==> src/rtl/hazard_unit.sv <==
// hazard_unit: pipeline hazard and stall controller for the 5-stage core.
// Detects load-use hazards, applies EX-resolved redirects, freezes the pipe
// on data-memory wait, and defers redirects that arrive during a freeze.
// Keeps saturating counters for stall, flush and freeze cycles.
//
// Ports:
//   clk, rst                   clock, synchronous active-high reset
//   id_valid, id_opcode,
//   id_rs1, id_rs2             instruction in ID
//   ex_memread, ex_rd          load destination in EX
//   ex_redirect                taken branch/jump pulse from EX
//   dmem_busy                  data memory not ready (level)
//   cnt_clear                  zero the performance counters
//   stall                      bubble request to the decode controller
//   pc_write, ifid_write       PC and IF/ID enables
//   pipe_hold                  freeze ID/EX, EX/MEM, MEM/WB
//   ifid_flush, idex_flush     clear IF/ID and ID/EX to NOP
//   redirect_take              PC mux selects the EX target
//   state                      FSM state (RUN=0, LOAD_STALL=1, FREEZE=2)
//   stall_cnt, flush_cnt,
//   freeze_cnt                 saturating performance counters
module hazard_unit #(
  parameter int unsigned CNT_W = 16
) (
  input  logic             clk,
  input  logic             rst,
  input  logic             id_valid,
  input  logic [6:0]       id_opcode,
  input  logic [4:0]       id_rs1,
  input  logic [4:0]       id_rs2,
  input  logic             ex_memread,
  input  logic [4:0]       ex_rd,
  input  logic             ex_redirect,
  input  logic             dmem_busy,
  input  logic             cnt_clear,
  output logic             stall,
  output logic             pc_write,
  output logic             ifid_write,
  output logic             pipe_hold,
  output logic             ifid_flush,
  output logic             idex_flush,
  output logic             redirect_take,
  output logic [1:0]       state,
  output logic [CNT_W-1:0] stall_cnt,
  output logic [CNT_W-1:0] flush_cnt,
  output logic [CNT_W-1:0] freeze_cnt
);

  localparam logic [6:0] OP_LOAD   = 7'b0000011;
  localparam logic [6:0] OP_STORE  = 7'b0100011;
  localparam logic [6:0] OP_REG    = 7'b0110011;
  localparam logic [6:0] OP_BRANCH = 7'b1100011;
  localparam logic [6:0] OP_IMM    = 7'b0010011;
  localparam logic [6:0] OP_JALR   = 7'b1100111;

  localparam logic [CNT_W-1:0] CNT_MAX = '1;

  typedef enum logic [1:0] {
    RUN        = 2'd0,
    LOAD_STALL = 2'd1,
    FREEZE     = 2'd2
  } state_t;

  state_t state_q, state_d;
  logic   pend_q, pend_d;
  logic   uses_rs1, uses_rs2, hazard;

  // Which source fields the ID instruction actually reads
  always_comb begin
    uses_rs1 = 1'b0;
    uses_rs2 = 1'b0;
    case (id_opcode)
      OP_LOAD, OP_IMM, OP_JALR: uses_rs1 = 1'b1;
      OP_STORE, OP_REG, OP_BRANCH: begin
        uses_rs1 = 1'b1;
        uses_rs2 = 1'b1;
      end
      default: ;
    endcase
  end

  assign hazard = id_valid & ex_memread & (ex_rd != 5'd0) &
                  ((uses_rs1 & (id_rs1 == ex_rd)) | (uses_rs2 & (id_rs2 == ex_rd)));

  // State and pending-redirect register
  always_ff @(posedge clk) begin
    if (rst) begin
      state_q <= RUN;
      pend_q  <= 1'b0;
    end else begin
      state_q <= state_d;
      pend_q  <= pend_d;
    end
  end

  // Next state and control outputs; priority freeze > redirect > load-use
  always_comb begin
    state_d       = RUN;
    pend_d        = pend_q;
    stall         = 1'b0;
    pc_write      = 1'b1;
    ifid_write    = 1'b1;
    pipe_hold     = 1'b0;
    ifid_flush    = 1'b0;
    idex_flush    = 1'b0;
    redirect_take = 1'b0;
    if (rst) begin
      stall      = 1'b1;
      pc_write   = 1'b0;
      ifid_write = 1'b0;
      ifid_flush = 1'b1;
      idex_flush = 1'b1;
      pend_d     = 1'b0;
    end else if (dmem_busy) begin
      pc_write   = 1'b0;
      ifid_write = 1'b0;
      pipe_hold  = 1'b1;
      pend_d     = pend_q | ex_redirect;
      state_d    = FREEZE;
    end else if (ex_redirect || pend_q) begin
      // pend_q can only be set on exit from FREEZE
      redirect_take = 1'b1;
      ifid_flush    = 1'b1;
      idex_flush    = 1'b1;
      pend_d        = 1'b0;
    end else if (hazard && (state_q != LOAD_STALL)) begin
      // Masked in LOAD_STALL so each load inserts exactly one bubble
      stall      = 1'b1;
      pc_write   = 1'b0;
      ifid_write = 1'b0;
      state_d    = LOAD_STALL;
    end
  end

  assign state = state_q;

  // Saturating performance counters
  always_ff @(posedge clk) begin
    if (rst || cnt_clear) begin
      stall_cnt  <= '0;
      flush_cnt  <= '0;
      freeze_cnt <= '0;
    end else begin
      if (stall && (stall_cnt != CNT_MAX))       stall_cnt  <= stall_cnt + CNT_W'(1);
      if (idex_flush && (flush_cnt != CNT_MAX))  flush_cnt  <= flush_cnt + CNT_W'(1);
      if (pipe_hold && (freeze_cnt != CNT_MAX))  freeze_cnt <= freeze_cnt + CNT_W'(1);
    end
  end

endmodule

==> config.mk <==
export PLATFORM = sky130hd
export DESIGN_NAME = hazard_unit
export DESIGN_NICKNAME = d
export VERILOG_FILES = /design/src/rtl/hazard_unit.sv
export SDC_FILE = /design/constraint.sdc
export NUM_CORES = 1
export LEC_CHECK = 0
export ABC_CLOCK_PERIOD_IN_PS = 6100
export BUFFER_PORTS_ARGS = -buffer_cell sky130_fd_sc_hd__buf_2
export CAP_MARGIN = 20
export CORE_ASPECT_RATIO = 1.1
export CORE_MARGIN = 2
export CORE_UTILIZATION = 54
export CTS_CLUSTER_DIAMETER = 50
export DETAILED_ROUTE_END_ITERATION = 10
export GPL_TIMING_DRIVEN = 0
export PLACE_DENSITY = 0.85
export SLEW_MARGIN = 20
export SYNTH_ARGS = -nofsm -noshare
export SYNTH_HDL_FRONTEND = slang
export SYNTH_SLANG_ARGS = --single-unit
==> constraint.sdc <==
create_clock -name clk -period 6.1 [get_ports clk]
set_clock_uncertainty 0.15 [all_clocks]
set_input_delay 0.305 -clock clk [delete_from_list [all_inputs] [get_ports clk]]
set_output_delay 0.305 -clock clk [all_outputs]
set_load 0.05 [all_outputs]
# Yosys cells after proc, flatten, opt, wreduce, memory -nomap -nowiden
# Index checks and enable logic that the tools add are counted.
# classes
mux	21
n_addsub	3
n_eq_ne	12
n_bitwise	7
reduce_logical	11
# ops
operator	n
adder 16 x 1 -> 16 bit (second input constant)	3
inequality test 16 bit (second input constant)	3
two-way mux 1 bit	20
equality test 7 x 6 -> 1 bit (second input constant)	2
equality test 7 bit (second input constant)	2
equality test 5 bit	2
equality test 7 x 2 -> 1 bit (second input constant)	1
equality test 7 x 5 -> 1 bit (second input constant)	1
OR reduction 3 bit	2
OR reduction 6 bit	1
bitwise AND 1 bit	5
nonzero test 5 bit	1
logical AND 1 bit	4
logical OR 1 bit	2
two-way mux 2 bit	1
inequality test 2 x 1 -> 1 bit (second input constant)	1
OR 1 bit	2
nonzero test 2 bit	1
# totals
wordCells	60
out_inout_bits	57
inputBits	29
register_bits	51

# Longest topological paths before layout
# depth
word_depth	12
mapped_depth	9
mapped_depth_nobuf	8

# Worst setup path after synthesis
# OpenSTA, ideal clock, no wires.
# synth_timing
path_type	register to output
startpoint	register state_q[0], in the netlist state[0]
endpoint	output pc_write
path_stages_with_launch	7
path_buffers	1
setup_slack_ns	2.930
t_arrival_ns	2.715
path_cell_list	dfxtp_1 -> nor2b_1 -> nor4b_1 -> nand4b_1 -> a21o_2 -> nor3b_1 -> buf_4
# synth_between
elab_chain_cells	6
# synth_lines
element	line	rtl
from (decl)	64	state_t state_q, state_d;
from (signal assigned)	91	state_q <= state_d;
inequality test 2 x 1 -> 1 bit	126	end else if (hazard && (state_q != LOAD_STALL)) begin
logical AND 1 bit	126	
two-way mux 1 bit (4 in series)	n/a	
to (decl)	37	output logic pc_write,
# Every way passes these cells.

# Worst setup path in the final report
# layout_timing
startpoint	register pend_q
endpoint	output stall
# layout_between
elab_chain_cells	4
# layout_lines
element	line	rtl
from (decl)	65	logic pend_q, pend_d;
from (signal assigned)	92	pend_q <= pend_d;
logical OR 1 bit	120	end else if (ex_redirect || pend_q) begin
two-way mux 1 bit	120	
two-way mux 1 bit	114	end else if (dmem_busy) begin
two-way mux 1 bit	107	if (rst) begin
to (decl)	36	output logic stall,
# Every way passes these cells.

==> metrics.cfg <==
[logic_synthesis]
synth.avg_cell_area_um2=8.57
yosysWarningCount=0
yosysUniqueCellTypes=41
synth-edff-count=0
synth_area_leaders=dfxtp_1, xor2_1, nor2_1
ys_top_cells_by_count=dfxtp_1, nor2_1, xor2_1
async_flop_share=0
synth_nets=325
yosysMostFrequentCell=dfxtp_1
synth.largest_area_cell=dfxtp_1
synth_area_um2=2510
ys_seq_elements=51
netlist_instances=293
yosys.area.top_type_share=0.406
ys_seq_area_frac=0.406
synth-main-ff-cell=dfxtp_1

[global_routing]
grt_usage=0.226
grt_overflow=0
grt_max_degree=18
grt_pass1_wl_um=9520
antenna_found_initial=0
grt_pass1_vias=2209

[layout]
area_delta_synth_final_pct=23.2
n_antenna_cell=0
final_core_util=0.680
drive_gt1_frac=0.275
nets=416
n_fill_cell=403

[power_and_ir_drop]
leakagePower_nw=1.33
powerDensity_nw_per_um2=193
ir_drop_uv=170

[route]
drt_wl_total_um=5960
drt-pass1-iter-count=4
routedWlPerCell_um=13.5
met3_length_um=338
post_drt_via_cell_ratio=5.49
highest_layer=met4
drtIter0Drc=187
wl_met1_um=2490
ant_nets=0
routed-wl-met2_um=3030
routed-via-count=2422
drc=0

[timing]
max-slew-margin-rel=0.463
fin_setup_tns_ns=0
timing.final.crit_share=0.455
rsz0062_at_grt=no
fin_crit_ns=2.78
max_slew.worst_pin.slew_ns=0.798
maxSlewViolCount=0
fmax_mhz=360
setup_viol=0
hold_viol=0

[placement]
dp_hpwl_um=4460
port-buffer-count=84
place_congestion=0.840

[floorplan]
pin_count=86
coreArea_um2=4550
die_x_um=69.0
initial_core_util=0.552
die-area_um2=5210
placementRows=26
dieHeight_um=75.5

[setup_path]
cp-start-kind=register
end_kind=primary output
path_max_fanout=9
timing.rr.start=pend_q
cp.arrival_ns=2.32
path_class=register to primary output
startpoint=pend_q
r2r_slack_ns=3.57
crit_required_ns=5.64

[clock_network]
path_clk_slew_ns=0.09
cts_tree=done
root_buffer=clkbuf_8
insertion_delay_ns=0.31
cts.sinks=51
cts-resized-gates=0
post-cts-setup-buffers=0
numCtsBuffers=5
hold_buffers=0
cts_buffer_depth=2
cts_htree_levels=2

[worst_hold_path]
worstHoldPathType=primary input to register
hold_start=dmem_busy

[outcome]
status=completed

[run]
max_cap_violations=0

power breakdown:
part | total [W] | internal, W | leakage, nW | switching [W]
Combinational | 0.0000610 | 0.0000207 | 0.878 | 0.0000403
Clock | 0.000201 | 0.0000822 | 0.0408 | 0.000119
Sequential | 0.000337 | 0.000335 | 0.412 | 0.00000210
Total | 0.000599 | 0.000438 | 1.33 | 0.000161
through the flow:
step	worst slack [ns]	hold slack [ns]	total power [W]	instance area (um^2)	instances
after CTS	3.32	0.101	0.000604	3100	441
after global placement	3.53	0.336	0.000404	3000	433
final	3.32	0.115	0.000599	3100	441
after global routing	3.18	0.113	0.000625	3100	441
after detailed placement	3.46	0.345	0.000406	3000	433
after floorplan	2.93	0.231	0.000384	2510	293
kinds of logic after synthesis:
logic type | count (synthesis) | share of synthesized area
compound gates | 37 | 0.106
simple gates | 141 | 0.282
buf+inv | 14 | 0.0249
xor+xnor | 44 | 0.153
mux | 3 | 0.0120
fa+ha+maj | 3 | 0.0149
flops | 51 | 0.406
routing by layer:
layer  up-vias  track usage
met3        10       0.0476
met4         0       0.0915
met2        77        0.425
met5         -            0
met1      1130        0.253
li1       1205            -
cells in the final DEF, fill, tap and decap left out, drive strengths merged, types with 2 or more instances in the layout:
cell	Yosys	final
buf	4	88
dfxtp	51	51
nor2	48	48
xor2	31	31
nand2	23	23
xnor2	13	13
nand3	12	12
clkbuf	7	12
o21ai	11	11
nand4	10	10
and3	9	9
or3	9	9
a21oi	9	9
nor3	8	8
and4	6	6
o211ai	6	6
or2	4	4
inv	3	4
nor2b	3	3
mux2i	3	3
ha	3	3
and2	2	2
o211a	2	2
o2111ai	2	2
o31ai	2	2
clkinvlp	0	2
worst max-delay path, cell delays in order, from the launching register on:
cell and delay, ns:
dfxtp_1 0.31, nor2_1 0.22, nor4b_1 0.31, nand4b_1 0.23, a211oi_4 0.49, or2_2 0.21, buf_2 0.26
final timing paths:
| path | endpoint | cells past startpoint |
|---|---|---|
| max | stall | 6 |
| min | state[0] | 2 |
| max reg2reg | stall_cnt[8] | 7 |
| min reg2reg | pend_q | 2 |
registers in the layout (all words and copies together) (netlist names):
register / flops
pend_q: 1
state: 2
stall_cnt: 16
flush_cnt: 16
freeze_cnt: 16
cell type report:
class                      instances  area (um^2)  area share
timing repair buffer              84          420       0.136
tap                               56         70.1      0.0226
clock inverter                     3         23.8     0.00768
sequential                        51         1020       0.330
multi-input combinational        228         1430       0.462
clock buffer                       5         68.8      0.0222
inverter                           3         11.3     0.00364
buffer                            11         51.3      0.0166
Note: power is estimated with default switching activity, not from simulation.
